## src/rtl/ma_stage_if.sv

```systemverilog
// Bundle between the execute stage, the MA stage, the data memory and writeback.
// The MA stage connects through the slave modport. The master modport is the
// view from the surrounding pipeline and memory.
interface ma_stage_if;
    logic        validEX1,       validEX2;
    logic        is_loadEX1,     is_loadEX2;
    logic        is_storeEX1,    is_storeEX2;
    logic [2:0]  funct3EX1,      funct3EX2;
    logic [31:0] aluresultEX1,   aluresultEX2;
    logic [31:0] store_dataEX1,  store_dataEX2;
    logic [4:0]  dstregEX1,      dstregEX2;
    logic        reg_weEX1,      reg_weEX2;
    logic        flush;

    logic [31:0] dmem_addr;
    logic        dmem_re;
    logic [3:0]  dmem_wstrb;
    logic [31:0] dmem_wdata;
    logic [31:0] dmem_rdata;

    logic        stall_ma;

    logic        is_loadMA1,        is_loadMA2;
    logic [31:0] aluresultMA1,      aluresultMA2;
    logic [31:0] load_reg_valueMA1, load_reg_valueMA2;
    logic [4:0]  dstregMA1,         dstregMA2;
    logic        reg_weMA1,         reg_weMA2;

    modport slave (
        input  validEX1, validEX2, is_loadEX1, is_loadEX2,
        input  is_storeEX1, is_storeEX2, funct3EX1, funct3EX2,
        input  aluresultEX1, aluresultEX2, store_dataEX1, store_dataEX2,
        input  dstregEX1, dstregEX2, reg_weEX1, reg_weEX2, flush,
        input  dmem_rdata,
        output dmem_addr, dmem_re, dmem_wstrb, dmem_wdata, stall_ma,
        output is_loadMA1, is_loadMA2, aluresultMA1, aluresultMA2,
        output load_reg_valueMA1, load_reg_valueMA2,
        output dstregMA1, dstregMA2, reg_weMA1, reg_weMA2
    );

    modport master (
        output validEX1, validEX2, is_loadEX1, is_loadEX2,
        output is_storeEX1, is_storeEX2, funct3EX1, funct3EX2,
        output aluresultEX1, aluresultEX2, store_dataEX1, store_dataEX2,
        output dstregEX1, dstregEX2, reg_weEX1, reg_weEX2, flush,
        output dmem_rdata,
        input  dmem_addr, dmem_re, dmem_wstrb, dmem_wdata, stall_ma,
        input  is_loadMA1, is_loadMA2, aluresultMA1, aluresultMA2,
        input  load_reg_valueMA1, load_reg_valueMA2,
        input  dstregMA1, dstregMA2, reg_weMA1, reg_weMA2
    );
endinterface

```

## src/rtl/ma_stage.sv

```systemverilog
// Dual-issue memory-access stage with the MA/RW pipeline register.
// There is one single-port, synchronous-read data memory. When both slots need
// it in the same cycle, the two accesses are serialized: slot 1 goes first, and
// upstream is stalled for one cycle.
//
// state  | meaning
// RUN    | normal issue; at most one memory access; detects a memory pair
// SECOND | slot 1 of a pair was accessed last cycle; slot 2 accesses now
module ma_stage (
    input  logic      clk,
    input  logic      rst,
    ma_stage_if.slave ma
);

    typedef enum logic [0:0] {
        RUN    = 1'b0,
        SECOND = 1'b1
    } state_t;

    // Extracts the load value from a read word, using the width/sign code and the
    // byte offset.
    function automatic logic [31:0] load_extract(input logic [31:0] word,
                                                 input logic [2:0]  f3,
                                                 input logic [1:0]  lo);
        logic [7:0]  b;
        logic [15:0] h;
        logic [31:0] r;
        case (lo)
            2'd0:    b = word[7:0];
            2'd1:    b = word[15:8];
            2'd2:    b = word[23:16];
            default: b = word[31:24];
        endcase
        h = lo[1] ? word[31:16] : word[15:0];
        case (f3)
            3'b000:  r = {{24{b[7]}}, b};
            3'b100:  r = {24'd0, b};
            3'b001:  r = {{16{h[15]}}, h};
            3'b101:  r = {16'd0, h};
            3'b010:  r = word;
            default: r = 32'd0;
        endcase
        return r;
    endfunction

    // Byte lanes for a store. Misaligned offsets still select lanes from addr[1:0].
    function automatic logic [3:0] store_strb(input logic [2:0] f3,
                                              input logic [1:0] lo);
        logic [3:0] s;
        case (f3)
            3'b000:  s = 4'b0001 << lo;
            3'b001:  s = lo[1] ? 4'b1100 : 4'b0011;
            3'b010:  s = 4'b1111;
            default: s = 4'b0000;
        endcase
        return s;
    endfunction

    // Replicates the store data across lanes, so the strobe alone picks the bytes.
    function automatic logic [31:0] store_wdata(input logic [2:0]  f3,
                                                input logic [31:0] data);
        logic [31:0] w;
        case (f3)
            3'b000:  w = {4{data[7:0]}};
            3'b001:  w = {2{data[15:0]}};
            default: w = data;
        endcase
        return w;
    endfunction

    state_t      state_q, state_d;
    logic [2:0]  pend_f3_q, pend_f3_d;
    logic [1:0]  pend_lo_q, pend_lo_d;
    logic [31:0] hold_q, hold_d;

    logic        is_load1_q, is_load1_d, is_load2_q, is_load2_d;
    logic [31:0] alu1_q, alu1_d, alu2_q, alu2_d;
    logic [4:0]  dst1_q, dst1_d, dst2_q, dst2_d;
    logic        we1_q, we1_d, we2_q, we2_d;
    logic [2:0]  f3_1_q, f3_1_d, f3_2_q, f3_2_d;
    logic [1:0]  lo1_q, lo1_d, lo2_q, lo2_d;
    logic        use_hold_q, use_hold_d;

    logic        mem1, mem2;
    logic        acc_en, acc_sel2, stall, bubble;
    logic [31:0] acc_addr, acc_data;
    logic [2:0]  acc_f3;
    logic        acc_ld, acc_st;

    assign mem1 = ma.validEX1 & (ma.is_loadEX1 | ma.is_storeEX1);
    assign mem2 = ma.validEX2 & (ma.is_loadEX2 | ma.is_storeEX2);

    // Sequencing: chooses which slot uses memory, raises stall, and marks bubbles.
    always_comb begin
        state_d   = state_q;
        acc_en    = 1'b0;
        acc_sel2  = 1'b0;
        stall     = 1'b0;
        bubble    = 1'b0;
        pend_f3_d = pend_f3_q;
        pend_lo_d = pend_lo_q;
        hold_d    = hold_q;
        case (state_q)
            RUN: begin
                if (ma.flush) begin
                    bubble = 1'b1;
                end else if (mem1 && mem2) begin
                    acc_en    = 1'b1;
                    stall     = 1'b1;
                    bubble    = 1'b1;
                    pend_f3_d = ma.funct3EX1;
                    pend_lo_d = ma.aluresultEX1[1:0];
                    state_d   = SECOND;
                end else begin
                    acc_en   = mem1 | mem2;
                    acc_sel2 = ~mem1;
                end
            end
            SECOND: begin
                state_d = RUN;
                if (ma.flush) begin
                    bubble = 1'b1;
                end else begin
                    acc_en   = 1'b1;
                    acc_sel2 = 1'b1;
                    hold_d   = load_extract(ma.dmem_rdata, pend_f3_q, pend_lo_q);
                end
            end
            default: state_d = RUN;
        endcase
        // Reset asserted between edges silences the memory port and the stall.
        if (rst) begin
            acc_en = 1'b0;
            stall  = 1'b0;
        end
    end

    // Steers the memory port to the slot selected for this cycle.
    always_comb begin
        acc_addr = acc_sel2 ? ma.aluresultEX2  : ma.aluresultEX1;
        acc_data = acc_sel2 ? ma.store_dataEX2 : ma.store_dataEX1;
        acc_f3   = acc_sel2 ? ma.funct3EX2     : ma.funct3EX1;
        acc_ld   = acc_sel2 ? ma.is_loadEX2    : ma.is_loadEX1;
        acc_st   = acc_sel2 ? ma.is_storeEX2   : ma.is_storeEX1;
    end

    assign ma.dmem_addr  = {acc_addr[31:2], 2'b00};
    assign ma.dmem_re    = acc_en & acc_ld;
    assign ma.dmem_wstrb = (acc_en & acc_st) ? store_strb(acc_f3, acc_addr[1:0]) : 4'b0000;
    assign ma.dmem_wdata = store_wdata(acc_f3, acc_data);
    assign ma.stall_ma   = stall;

    // MA register next value: capture both slots, or load an all-zero bubble.
    always_comb begin
        is_load1_d = ma.validEX1 & ma.is_loadEX1;
        is_load2_d = ma.validEX2 & ma.is_loadEX2;
        alu1_d     = ma.aluresultEX1;
        alu2_d     = ma.aluresultEX2;
        dst1_d     = ma.dstregEX1;
        dst2_d     = ma.dstregEX2;
        we1_d      = ma.validEX1 & ma.reg_weEX1;
        we2_d      = ma.validEX2 & ma.reg_weEX2;
        f3_1_d     = ma.funct3EX1;
        f3_2_d     = ma.funct3EX2;
        lo1_d      = ma.aluresultEX1[1:0];
        lo2_d      = ma.aluresultEX2[1:0];
        use_hold_d = (state_q == SECOND);
        if (bubble) begin
            is_load1_d = 1'b0;
            is_load2_d = 1'b0;
            alu1_d     = 32'd0;
            alu2_d     = 32'd0;
            dst1_d     = 5'd0;
            dst2_d     = 5'd0;
            we1_d      = 1'b0;
            we2_d      = 1'b0;
            f3_1_d     = 3'd0;
            f3_2_d     = 3'd0;
            lo1_d      = 2'd0;
            lo2_d      = 2'd0;
            use_hold_d = 1'b0;
        end
    end

    // Registers the FSM, the pending slot-1 load shape, the hold value and the MA bundle.
    always_ff @(posedge clk or posedge rst) begin
        if (rst) begin
            state_q    <= RUN;
            pend_f3_q  <= 3'd0;
            pend_lo_q  <= 2'd0;
            hold_q     <= 32'd0;
            is_load1_q <= 1'b0;
            is_load2_q <= 1'b0;
            alu1_q     <= 32'd0;
            alu2_q     <= 32'd0;
            dst1_q     <= 5'd0;
            dst2_q     <= 5'd0;
            we1_q      <= 1'b0;
            we2_q      <= 1'b0;
            f3_1_q     <= 3'd0;
            f3_2_q     <= 3'd0;
            lo1_q      <= 2'd0;
            lo2_q      <= 2'd0;
            use_hold_q <= 1'b0;
        end else begin
            state_q    <= state_d;
            pend_f3_q  <= pend_f3_d;
            pend_lo_q  <= pend_lo_d;
            hold_q     <= hold_d;
            is_load1_q <= is_load1_d;
            is_load2_q <= is_load2_d;
            alu1_q     <= alu1_d;
            alu2_q     <= alu2_d;
            dst1_q     <= dst1_d;
            dst2_q     <= dst2_d;
            we1_q      <= we1_d;
            we2_q      <= we2_d;
            f3_1_q     <= f3_1_d;
            f3_2_q     <= f3_2_d;
            lo1_q      <= lo1_d;
            lo2_q      <= lo2_d;
            use_hold_q <= use_hold_d;
        end
    end

    // Load values are decoded from the read data the cycle after capture. The
    // exception is slot 1 of a serialized pair: its data was read one cycle
    // earlier, so it comes from the hold register.
    always_comb begin
        ma.load_reg_valueMA1 = 32'd0;
        ma.load_reg_valueMA2 = 32'd0;
        if (is_load1_q)
            ma.load_reg_valueMA1 = use_hold_q ? hold_q : load_extract(ma.dmem_rdata, f3_1_q, lo1_q);
        if (is_load2_q)
            ma.load_reg_valueMA2 = load_extract(ma.dmem_rdata, f3_2_q, lo2_q);
    end

    assign ma.is_loadMA1   = is_load1_q;
    assign ma.is_loadMA2   = is_load2_q;
    assign ma.aluresultMA1 = alu1_q;
    assign ma.aluresultMA2 = alu2_q;
    assign ma.dstregMA1    = dst1_q;
    assign ma.dstregMA2    = dst2_q;
    assign ma.reg_weMA1    = we1_q;
    assign ma.reg_weMA2    = we2_q;

endmodule

```

## src/flat_wrapper.sv

```systemverilog
// flat-port wrapper written by rule: the top's interface ports become plain ports
module ma_stage_flat 
  (clk, rst, ma_validEX1, ma_validEX2, ma_is_loadEX1, ma_is_loadEX2, ma_is_storeEX1, ma_is_storeEX2, ma_funct3EX1, ma_funct3EX2, ma_aluresultEX1, ma_aluresultEX2, ma_store_dataEX1, ma_store_dataEX2, ma_dstregEX1, ma_dstregEX2, ma_reg_weEX1, ma_reg_weEX2, ma_flush, ma_dmem_rdata, ma_dmem_addr, ma_dmem_re, ma_dmem_wstrb, ma_dmem_wdata, ma_stall_ma, ma_is_loadMA1, ma_is_loadMA2, ma_aluresultMA1, ma_aluresultMA2, ma_load_reg_valueMA1, ma_load_reg_valueMA2, ma_dstregMA1, ma_dstregMA2, ma_reg_weMA1, ma_reg_weMA2);
  ma_stage_if ma_i ();
  input  logic clk;
  input  logic rst;
  input wire logic [$bits(ma_i.validEX1)-1:0] ma_validEX1;
  input wire logic [$bits(ma_i.validEX2)-1:0] ma_validEX2;
  input wire logic [$bits(ma_i.is_loadEX1)-1:0] ma_is_loadEX1;
  input wire logic [$bits(ma_i.is_loadEX2)-1:0] ma_is_loadEX2;
  input wire logic [$bits(ma_i.is_storeEX1)-1:0] ma_is_storeEX1;
  input wire logic [$bits(ma_i.is_storeEX2)-1:0] ma_is_storeEX2;
  input wire logic [$bits(ma_i.funct3EX1)-1:0] ma_funct3EX1;
  input wire logic [$bits(ma_i.funct3EX2)-1:0] ma_funct3EX2;
  input wire logic [$bits(ma_i.aluresultEX1)-1:0] ma_aluresultEX1;
  input wire logic [$bits(ma_i.aluresultEX2)-1:0] ma_aluresultEX2;
  input wire logic [$bits(ma_i.store_dataEX1)-1:0] ma_store_dataEX1;
  input wire logic [$bits(ma_i.store_dataEX2)-1:0] ma_store_dataEX2;
  input wire logic [$bits(ma_i.dstregEX1)-1:0] ma_dstregEX1;
  input wire logic [$bits(ma_i.dstregEX2)-1:0] ma_dstregEX2;
  input wire logic [$bits(ma_i.reg_weEX1)-1:0] ma_reg_weEX1;
  input wire logic [$bits(ma_i.reg_weEX2)-1:0] ma_reg_weEX2;
  input wire logic [$bits(ma_i.flush)-1:0] ma_flush;
  input wire logic [$bits(ma_i.dmem_rdata)-1:0] ma_dmem_rdata;
  output wire logic [$bits(ma_i.dmem_addr)-1:0] ma_dmem_addr;
  output wire logic [$bits(ma_i.dmem_re)-1:0] ma_dmem_re;
  output wire logic [$bits(ma_i.dmem_wstrb)-1:0] ma_dmem_wstrb;
  output wire logic [$bits(ma_i.dmem_wdata)-1:0] ma_dmem_wdata;
  output wire logic [$bits(ma_i.stall_ma)-1:0] ma_stall_ma;
  output wire logic [$bits(ma_i.is_loadMA1)-1:0] ma_is_loadMA1;
  output wire logic [$bits(ma_i.is_loadMA2)-1:0] ma_is_loadMA2;
  output wire logic [$bits(ma_i.aluresultMA1)-1:0] ma_aluresultMA1;
  output wire logic [$bits(ma_i.aluresultMA2)-1:0] ma_aluresultMA2;
  output wire logic [$bits(ma_i.load_reg_valueMA1)-1:0] ma_load_reg_valueMA1;
  output wire logic [$bits(ma_i.load_reg_valueMA2)-1:0] ma_load_reg_valueMA2;
  output wire logic [$bits(ma_i.dstregMA1)-1:0] ma_dstregMA1;
  output wire logic [$bits(ma_i.dstregMA2)-1:0] ma_dstregMA2;
  output wire logic [$bits(ma_i.reg_weMA1)-1:0] ma_reg_weMA1;
  output wire logic [$bits(ma_i.reg_weMA2)-1:0] ma_reg_weMA2;
  assign ma_i.validEX1 = ma_validEX1;
  assign ma_i.validEX2 = ma_validEX2;
  assign ma_i.is_loadEX1 = ma_is_loadEX1;
  assign ma_i.is_loadEX2 = ma_is_loadEX2;
  assign ma_i.is_storeEX1 = ma_is_storeEX1;
  assign ma_i.is_storeEX2 = ma_is_storeEX2;
  assign ma_i.funct3EX1 = ma_funct3EX1;
  assign ma_i.funct3EX2 = ma_funct3EX2;
  assign ma_i.aluresultEX1 = ma_aluresultEX1;
  assign ma_i.aluresultEX2 = ma_aluresultEX2;
  assign ma_i.store_dataEX1 = ma_store_dataEX1;
  assign ma_i.store_dataEX2 = ma_store_dataEX2;
  assign ma_i.dstregEX1 = ma_dstregEX1;
  assign ma_i.dstregEX2 = ma_dstregEX2;
  assign ma_i.reg_weEX1 = ma_reg_weEX1;
  assign ma_i.reg_weEX2 = ma_reg_weEX2;
  assign ma_i.flush = ma_flush;
  assign ma_i.dmem_rdata = ma_dmem_rdata;
  assign ma_dmem_addr = ma_i.dmem_addr;
  assign ma_dmem_re = ma_i.dmem_re;
  assign ma_dmem_wstrb = ma_i.dmem_wstrb;
  assign ma_dmem_wdata = ma_i.dmem_wdata;
  assign ma_stall_ma = ma_i.stall_ma;
  assign ma_is_loadMA1 = ma_i.is_loadMA1;
  assign ma_is_loadMA2 = ma_i.is_loadMA2;
  assign ma_aluresultMA1 = ma_i.aluresultMA1;
  assign ma_aluresultMA2 = ma_i.aluresultMA2;
  assign ma_load_reg_valueMA1 = ma_i.load_reg_valueMA1;
  assign ma_load_reg_valueMA2 = ma_i.load_reg_valueMA2;
  assign ma_dstregMA1 = ma_i.dstregMA1;
  assign ma_dstregMA2 = ma_i.dstregMA2;
  assign ma_reg_weMA1 = ma_i.reg_weMA1;
  assign ma_reg_weMA2 = ma_i.reg_weMA2;
  ma_stage u_core (.clk(clk), .rst(rst), .ma(ma_i));
endmodule
```

## config.mk

```make
export PLATFORM = sky130hd
export DESIGN_NAME = ma_stage_flat
export DESIGN_NICKNAME = d
export VERILOG_FILES = /design/src/rtl/ma_stage_if.sv /design/src/rtl/ma_stage.sv /design/src/flat_wrapper.sv
export SDC_FILE = /design/constraint.sdc
export NUM_CORES = 1
export LEC_CHECK = 0
export CAP_MARGIN = 30
export CORE_AREA = 4 4 158 160
export DETAILED_ROUTE_END_ITERATION = 10
export DIE_AREA = 0 0 162 164
export HOLD_SLACK_MARGIN = 0.05
export PLACE_DENSITY = 0.68
export SLEW_MARGIN = 25
export SYNTH_ARGS = -nofsm -noshare
export SYNTH_HDL_FRONTEND = slang
export SYNTH_SLANG_ARGS = --single-unit
```

## constraint.sdc

```tcl
create_clock -name clk -period 5 [get_ports clk]
set_input_delay 0.5 -clock clk [delete_from_list [all_inputs] [get_ports clk]]
set_output_delay 0.5 -clock clk [all_outputs]
set_load 0.05 [all_outputs]
```

## Yosys cells after proc, flatten, opt, wreduce, memory -nomap -nowiden

Cells that the tools add are included.

| cells by class | value |
|---|---|
| eq/ne operators | 20 |
| shift-type cells | 1 |
| mux-type cells | 50 |
| bitwise operators | 14 |
| reduce and logical (&&, ||, !) cells | 10 |

Operator list:

| operator | number |
|---|---|
| $pmux W32 S5 | 3 |
| $mux W32 | 7 |
| $pmux W8 S3 | 3 |
| $pmux W32 S2 | 1 |
| $mux W16 | 3 |
| $mux W1 | 19 |
| $eq A3 B3 Y1 const B | 6 |
| $eq A3 B1 Y1 const B | 4 |
| $eq A3 B2 Y1 const B | 4 |
| $logic_not A3 Y1 | 4 |
| $pmux W4 S3 | 1 |
| $mux W5 | 2 |
| $mux W3 | 3 |
| $and A1 B1 Y1 | 8 |
| $mux W4 | 2 |
| $pmux W1 S2 | 4 |
| $eq A2 B1 Y1 const B | 3 |
| $eq A2 B2 Y1 const B | 3 |
| $logic_not A2 Y1 | 3 |
| $mux W2 | 2 |
| $shl A1 B2 Y4 const A | 1 |
| $not A1 Y1 | 3 |
| $or A1 B1 Y1 | 3 |
| $reduce_and A3 Y1 | 1 |
| other kinds (2) | 2 |

| storage, ports and cells | value |
|---|---|
| bits in registers | 127 |
| input port bits | 187 |
| output and inout port bits | 212 |
| word-level logic and storage cells | 112 |

## Depth between registers and ports, before layout

Gate-level depths: netlist of the first run.

| depth | value |
|---|---|
| depth after elaboration | 10 |
| gate-level depth with buffers | 7 |
| mapped depth without buffers | 4 |

## Worst setup path after synthesis of the first run

Ideal clock, no wire load.

| timing path | value |
|---|---|
| kind | register to output |
| from | reg, netlist name u_core.ma.aluresultMA1[1] |
| to | out ma_load_reg_valueMA1[0] |
| arrival time | 2606 ps |
| required time | 4500 ps |
| setup slack | 1894 ps |
| stages on the path, launching flop included | 7 |
| path buffers | 2 |
| cell sequence | dfrtp_1 > buf_2 > inv_1 > a22o_1 > clkbuf_1 > a22oi_1 > o21ai_0 |

RTL lines:

| item | line | RTL |
|---|---|---|
| to (decl) | flat_wrapper.sv:34 | `output wire logic [$bits(ma_i.load_reg_valueMA1)-1:0] ma_load_reg_valueMA1;` |

## Final worst setup path of the first run

| timing path | value |
|---|---|
| from | in ma_is_loadEX1 |
| to | out ma_dmem_re |

| on the way | value |
|---|---|
| cells in the longest elaborated chain, start to end | 8 |
| elaborated cells between the ends (all ways) | 14 |
| those cells by class | mux: 8; bitwise: 5; reduce/logical: 1 |

RTL lines:

| item | line | RTL |
|---|---|---|
| from (decl) | flat_wrapper.sv:9 | `input wire logic [$bits(ma_i.is_loadEX1)-1:0] ma_is_loadEX1;` |
| $or A1 B1 Y1 | ma_stage.sv:90 | `assign mem1 = ma.validEX1 & (ma.is_loadEX1 \| ma.is_storeEX1);` |
| $and A1 B1 Y1 | ma_stage.sv:90 |  |
| $or A1 B1 Y1 (tied with other cells) | ma_stage.sv:115 | `acc_en = mem1 \| mem2;` |
| $mux W1 | ma_stage.sv:107 | `end else if (mem1 && mem2) begin` |
| $mux W1 | ma_stage.sv:105 | `if (ma.flush) begin` |
| $pmux W1 S2 | ma_stage.sv:103 | `case (state_q)` |
| $mux W1 (on tied branches) | ma_stage.sv:132, ma_stage.sv:143 |  |
| $and A1 B1 Y1 (*) | ma_stage.sv:148 | `assign ma.dmem_re = acc_en & acc_ld;` |
| to (decl) | flat_wrapper.sv:26 | `output wire logic [$bits(ma_i.dmem_re)-1:0] ma_dmem_re;` |

Mark *: on every way between the ends. The rest lies on a longest branch, timed or not.

==> results of run 1 <==
-- synthesized netlist by cell type, types with 2 or more instances --
| cell | number | share of area (%) |
|---|---|---|
| o211ai_1 | 9 | 0.83 |
| mux4_1 | 7 | 2.3 |
| nor2_1 | 21 | 0.97 |
| clkbuf_4 | 5 | 0.46 |
| or2_2 | 3 | 0.23 |
| a221o_1 | 16 | 2.0 |
| buf_4 | 3 | 0.28 |
| buf_1 | 8 | 0.37 |
| nor2b_1 | 4 | 0.31 |
| mux2_2 | 10 | 1.4 |
| a221oi_1 | 16 | 1.7 |
| and3b_1 | 3 | 0.32 |
| mux4_2 | 16 | 4.4 |
| mux2i_1 | 67 | 8.3 |
| o21a_1 | 2 | 0.19 |
| o311ai_0 | 7 | 0.76 |
| clkdlybuf4s25_2 | 3 | 0.37 |
| o31a_1 | 4 | 0.43 |
| inv_1 | 17 | 0.79 |
| a22o_1 | 18 | 1.9 |
| nand3b_1 | 2 | 0.19 |
| and2_1 | 11 | 0.85 |
| dfrtp_1 | 123 | 38 |
| clkbuf_1 | 60 | 2.8 |
| o221ai_1 | 7 | 0.76 |
| mux2i_2 | 2 | 0.34 |
| nand2b_1 | 4 | 0.31 |
| o2111ai_1 | 2 | 0.22 |
| nor3_1 | 7 | 0.43 |
| a22oi_1 | 30 | 2.8 |
| nand2_1 | 186 | 8.6 |
| o21ai_0 | 50 | 3.1 |
| nor3b_1 | 4 | 0.37 |
| buf_6 | 4 | 0.56 |
| buf_2 | 10 | 0.62 |
| and3_1 | 86 | 6.6 |
| a21oi_1 | 49 | 3.0 |
-- path summary, 6_finish.rpt --
path | depth (start not counted) | slack [ps] | to | startpoint
setup / recovery | 7 | 960 | ma_dmem_re | ma_is_loadEX1
hold / removal | 2 | 470 | u_core.hold_q[12]$_DFFE_PP0P_ | u_core.hold_q[12]$_DFFE_PP0P_
setup reg to reg | 4 | 2610 | u_core.pend_lo_q[1]$_DFFE_PP0P_ | u_core.state_q$_DFF_PP0_
hold reg to reg | 2 | 470 | u_core.hold_q[12]$_DFFE_PP0P_ | u_core.hold_q[12]$_DFFE_PP0P_
max in group asynchronous | 3 | 3350 | u_core.ma.aluresultMA2[8]$_DFF_PP0_ | rst
min in group asynchronous | 2 | 620 | u_core.ma.aluresultMA1[25]$_DFF_PP0_ | rst
-- routing by layer --
metal / global-route usage (%) / up-vias / share of wire, %
met3: 8.03 / 76 / 9.7
met5: 0 / - / 0.036
li1: - / 3943 / -
met4: 10.4 / 2 / 3.5
met1: 31.1 / 4214 / 37
met2: 44.6 / 462 / 50
-- cell type report --
class	instances	area, um2
Fill cell	2176	10700
Multi-Input combinational cell	657	4490
Timing Repair Buffer	418	4090
Sequential cell	123	3080
Clock buffer	17	425
Tap cell	319	399
Clock inverter	15	179
Inverter	17	66.3
Antenna cell	8	20.0
-- critical path, delay by kind of cell --
kind,cells,cell delay [ps]
buffers and inverters,3,1700
AOI/OAI and AO/OA,3,1240
and+or+nand+nor,1,90
-- cells by family after synthesis --
kind of cell	after synthesis	share of synthesized area, %
muxes	103	16.9
other	1	0.0463
and+or+nand+nor	336	19.8
AOI/OAI and AO/OA	216	18.4
DFF	123	38.0
buffers and inverters	114	6.90
-- sequential cells by signal, indices dropped and copies added, names as in the netlist --
signal	flops
u_core.hold_q	32
u_core.ma.aluresultMA1	32
u_core.ma.aluresultMA2	32
u_core.ma.dstregMA1	5
u_core.ma.dstregMA2	5
u_core.f3_1_q	3
u_core.f3_2_q	3
u_core.pend_f3_q	3
u_core.pend_lo_q	2
u_core.ma.is_loadMA1	1
u_core.ma.is_loadMA2	1
u_core.ma.reg_weMA1	1
u_core.ma.reg_weMA2	1
u_core.state_q	1
u_core.use_hold_q	1
-- power by group --
group          internal (uW)  switching [uW]  total, uW
registers               1130             114       1240
logic                    557             811       1370
clock network            755             524       1280
-- per-stage QoR --
step / instances / total power [uW] / cell area [um2] / util [%]
floorplan: 894 / 2100 / 8100 / -
global placement: 1533 / 2600 / 12100 / 51.7
detailed placement: 1534 / 2620 / 12100 / 51.8
CTS: 1566 / 3910 / 12700 / 54.4
global route: 1572 / 4060 / 12700 / 54.4
finish: 1574 / 3890 / 12700 / 54.4
==> flow_summary.ini, run 1 <==
[place]
io_buffer_count = 396
place.gp.congestion = 0.946
placement.setup.worst_slack_ps = 989
dp_wirelength_um = 27400

[worst_setup_path]
cp-start-kind = input pin
critPathArrivalTime_ps = 3540
critPathRequiredTime_ps = 4500
cp-end-kind = primary output
crit_fanout = 31
path_cells = clkdlybuf4s50_1, o21ai_0, o21a_2, buf_4, nand2_1, a21oi_1, clkdlybuf4s50_1
cpMaxStageDelayCell = clkdlybuf4s50_1
critical_path_class = input pin to primary output
biggest_cell_delay_along_the_critical_path_ps = 860
worst_path_most_repeated_cell = clkdlybuf4s50_1

[floorplan]
die_height_um = 164
floorplan.initialDensity_pct = 34.6
die_w_um = 162
io_pins = 399
fp.coreArea_um2 = 23400
die_area_um2 = 26600
fp-row-count = 56

[clocking]
cts_root_buf = clkbuf_16
clock_insertion_delay_worst_skew_ps = 430
clock_tree_from_tritoncts = done
htreeDepth = 4
cts.repair.resized = 0
cts_inserted_buffers = 17
clock_sinks = 123
path_clk_slew_ps = 60
cts_hold_buffers = 0
postCtsSetupBuffers = 0
cts-root-to-sink-buffers = 2

[drt]
drtIter0Drc = 773
route.detailed.vias_per_inst = 5.53
route.final.wire_length_um = 36200
drt-wirelength-per-cell_um = 23.0
drc = 0
detail-route-antenna-nets = 0
drt-pass1-iter-count = 7
vias = 8697

[sta]
finClkSkew_ps = 14.7
post-route-period-util_pct = 80.9
final-max-slew-violation-count = 0
max_slew.worst_pin.slew_ps = 971
hold_viol = 0
layout_setup_ws_ps = 956
timing.hold.ws_ps = 473
timing.final.crit_period_ps = 4040
maxClockFrequency_ghz = 0.247
setup_repair_after_global_routing_missed_its_margin = false
worst_slew_margin_rel_pct = 35.3
report.final.setup_viol = 0
finalSetupTns_ps = 0

[global_routing]
grt_overflow_total = 0
grt_pass1_wl_um = 53200
first_global_vias = 8634
globalRouteTotalUtil_pct = 26.2
grt_max_degree = 83
initial_antenna_violation_count = 8

[status]
status = complete, no violations

[power_and_ir_drop]
power.static_leakage_uw = 0.00561
vdd_ir_drop_max_uv = 241
power.density_nw_per_um2 = 305

[yosys]
ys_ff_latch = 123
synth_cell_type_count = 54
synth.yosys.seq_area_share_pct = 38.0
synth_ff_type = dfrtp_1
synth_warnings = 0
synthesis.area_um2 = 8100
synth_enable_flop_cells = 0
syn_inst = 893
postSynthAreaPerCell_um2 = 9.07
synth_async_sr_flop_share_pct = 100

[cells_and_area]
area.growth.synth_to_final_pct = 57.3
nNetsFinal = 1421
layout_common_cells = 380 x clkdlybuf4s50_1, 186 x nand2_1, 123 x dfrtp_1, 86 x and3_1, 67 x mux2i_1
post_route_cells_drive_above_1_share_pct = 8.90
layout.cells.most_common = clkdlybuf4s50_1

[flow_run]
max_cap_violations = 0

[hold_path]
hold_class = register to register
No activity file was read; power rests on OpenSTA's default activity.
==> inputs of run 2 (changes only) <==
--- a/config.mk
+++ b/config.mk
@@ -10,7 +10,7 @@
 export DETAILED_ROUTE_END_ITERATION = 10
 export DIE_AREA = 0 0 162 164
 export HOLD_SLACK_MARGIN = 0.05
-export PLACE_DENSITY = 0.68
+export PLACE_DENSITY = 0.71
 export SLEW_MARGIN = 25
 export SYNTH_ARGS = -nofsm -noshare
 export SYNTH_HDL_FRONTEND = slang
==> constraint.sdc (replaced) <==
create_clock -name clk -period 3.55 [get_ports clk]
set_input_delay 0.355 -clock clk [delete_from_list [all_inputs] [get_ports clk]]
set_output_delay 0.355 -clock clk [all_outputs]
set_load 0.05 [all_outputs]
==> run 2 against run 1 <==
Design area is 5.8% higher. Core utilization increased by 3.1 points. Non-clock buffer count up 31. Worst setup slack lost 660 ps. Clock skew down 7.2 ps. First-iteration DRC count up 6.3%. Sequential power is 41% higher. Flip-flop and latch count is the same. Cell count grew 1.6%. Global-route usage rose by 0.85 points. Critical endpoint is now ma_load_reg_valueMA2[7]. Largest cell class is now non-clock buffers.
==> flow_summary.ini, run 2 (synthesized netlist as in run 1, its figures left out) <==
[status]
status = complete, no violations

[floorplan]
die_w_um = 162
floorplan.initialDensity_pct = 34.6
fp.coreArea_um2 = 23400
die_height_um = 164
die_area_um2 = 26600
fp-row-count = 56
io_pins = 399

[cells_and_area]
layout.cells.most_common = clkdlybuf4s50_1
nNetsFinal = 1452
area.growth.synth_to_final_pct = 66.4
post_route_cells_drive_above_1_share_pct = 19.2
num-fill-cells = 2106
finish.instance_area_um2 = 13500
layout_common_cells = 277 x clkdlybuf4s50_1, 186 x nand2_1, 123 x dfrtp_1, 109 x buf_4, 86 x and3_1

[clocking]
cts_inserted_buffers = 17
htreeDepth = 4
cts_hold_buffers = 0
clock_insertion_delay_worst_skew_ps = 430
cts_root_buf = clkbuf_16
clock_sinks = 123
clock_tree_from_tritoncts = done
path_clk_slew_ps = 60
postCtsSetupBuffers = 0
cts-root-to-sink-buffers = 2
cts.repair.resized = 0

[power_and_ir_drop]
power.static_leakage_uw = 0.00617
swShare_pct = 36.6
vdd_ir_drop_max_uv = 328
combPwrFrac_pct = 38.1
switchingPower_uw = 2070
seqPwrFrac_pct = 31.0
power.internal_uw = 3590
power.density_nw_per_um2 = 420
clock_power_share_pct = 31.0

[sta]
final-max-slew-violation-count = 0
report.final.setup_viol = 0
timing.final.crit_period_ps = 3260
finClkSkew_ps = 7.56
post-route-period-util_pct = 91.8
layout_setup_ws_ps = 291
hold_viol = 0
finalSetupTns_ps = 0
setup_repair_after_global_routing_missed_its_margin = false
maxClockFrequency_ghz = 0.307
max_slew.worst_pin.slew_ps = 921
worst_slew_margin_rel_pct = 38.6

[place]
dp_wirelength_um = 28600
io_buffer_count = 396
place.gp.congestion = 0.997
placement.setup.worst_slack_ps = 565
postPlaceCellArea_um2 = 12900

[worst_setup_path]
cp-start-kind = register
crit_fanout = 19
critPathRequiredTime_ps = 3190
cpMaxStageDelayCell = dfrtp_1
path_cells = inv_1, nor2_1, buf_4, a22oi_1, a21oi_1, clkdlybuf4s50_1
biggest_cell_delay_along_the_critical_path_ps = 940
crit-reg2reg-capture = u_core.hold_q[15]$_DFFE_PP0P_
reg_to_reg_slack_setup_ps = 1280
cp_num_cells = 6
critical_path_class = register to primary output
cp.buffers_inverters = 3
cp-end-kind = primary output
worst_r2r_startpoint = u_core.pend_lo_q[1]$_DFFE_PP0P_
worst_r2r_path_depth = 4
critPathArrivalTime_ps = 2900
critical-path-top-delay-family = buffers and inverters

[drt]
detail-route-antenna-nets = 0
route.final.wire_length_um = 37100
drt-pass1-iter-count = 8
drc = 0
vias = 8925
route.detailed.vias_per_inst = 5.58
drt-wirelength-per-cell_um = 23.2
drtIter0Drc = 822

[global_routing]
first_global_vias = 8959
grt_pass1_wl_um = 54900
initial_antenna_violation_count = 2
globalRouteTotalUtil_pct = 27.1
grt_max_degree = 71
grt_overflow_total = 0

[hold_path]
hold_class = input pin to asynchronous set/reset pin

[flow_run]
max_cap_violations = 0
==> run 2: routing by layer <==
layer,routed length [um],global-route usage (%),up-vias
met2,18300,45.8,512
met5,0,0,-
met4,1320,10.3,0
met3,3770,9.28,69
met1,13700,31.9,4334
li1,-,-,4010
==> run 2: worst max path at each step <==
stage	endpoint	start	slack, ps
6_report	ma_load_reg_valueMA2[7]	u_core.ma.aluresultMA2[1]$_DFF_PP0_	290
2_1_floorplan	ma_load_reg_valueMA1[0]	u_core.ma.aluresultMA1[1]$_DFF_PP0_	590
3_3_place_gp	ma_dmem_addr[19]	ma_is_loadEX1	550
4_1_cts	ma_load_reg_valueMA2[7]	u_core.ma.aluresultMA2[1]$_DFF_PP0_	300
3_5_place_dp	ma_load_reg_valueMA1[3]	ma_dmem_rdata[19]	570
5_1_grt	ma_load_reg_valueMA2[7]	u_core.ma.aluresultMA2[1]$_DFF_PP0_	150
==> run 2: cell type report <==
type                            instances  area (um2)  area share (%)
Clock buffer                           17         425            3.16
Clock inverter                         15         164            1.22
Tap cell                              319         399            2.96
Timing Repair Buffer                  449        4850            36.0
Inverter                               17        67.6           0.501
Sequential cell                       123        3080            22.8
Multi-Input combinational cell        657        4490            33.3
Antenna cell                            2        5.00          0.0371
==> run 2: power by group through the flow <==
stage,clock network (uW),registers (uW),logic (uW)
6_report,1750,1750,2160
4_1_cts,1790,1750,2150
3_3_place_gp,0,1760,2120
3_5_place_dp,0,1770,2140
2_1_floorplan,0,1870,1090
5_1_grt,1850,1780,2260
==> run 2: worst reg2reg max path, cell delays in order, from the launching register on <==
cell,delay [ps]
dfrtp_1,780
mux4_2,590
and3b_1,300
a311oi_1,330
o21ai_0,120
==> run 2: metrics by stage <==
stage / hold WS (ps) / total power (uW) / utilization [%] / instances
CTS: 406 / 5690 / 57.6 / 1597
global route: 402 / 5890 / 57.6 / 1599
detailed placement: 466 / 3910 / 55.0 / 1565
global placement: 455 / 3880 / 55.0 / 1565
finish: 402 / 5660 / 57.6 / 1599
floorplan: 442 / 2950 / - / 894
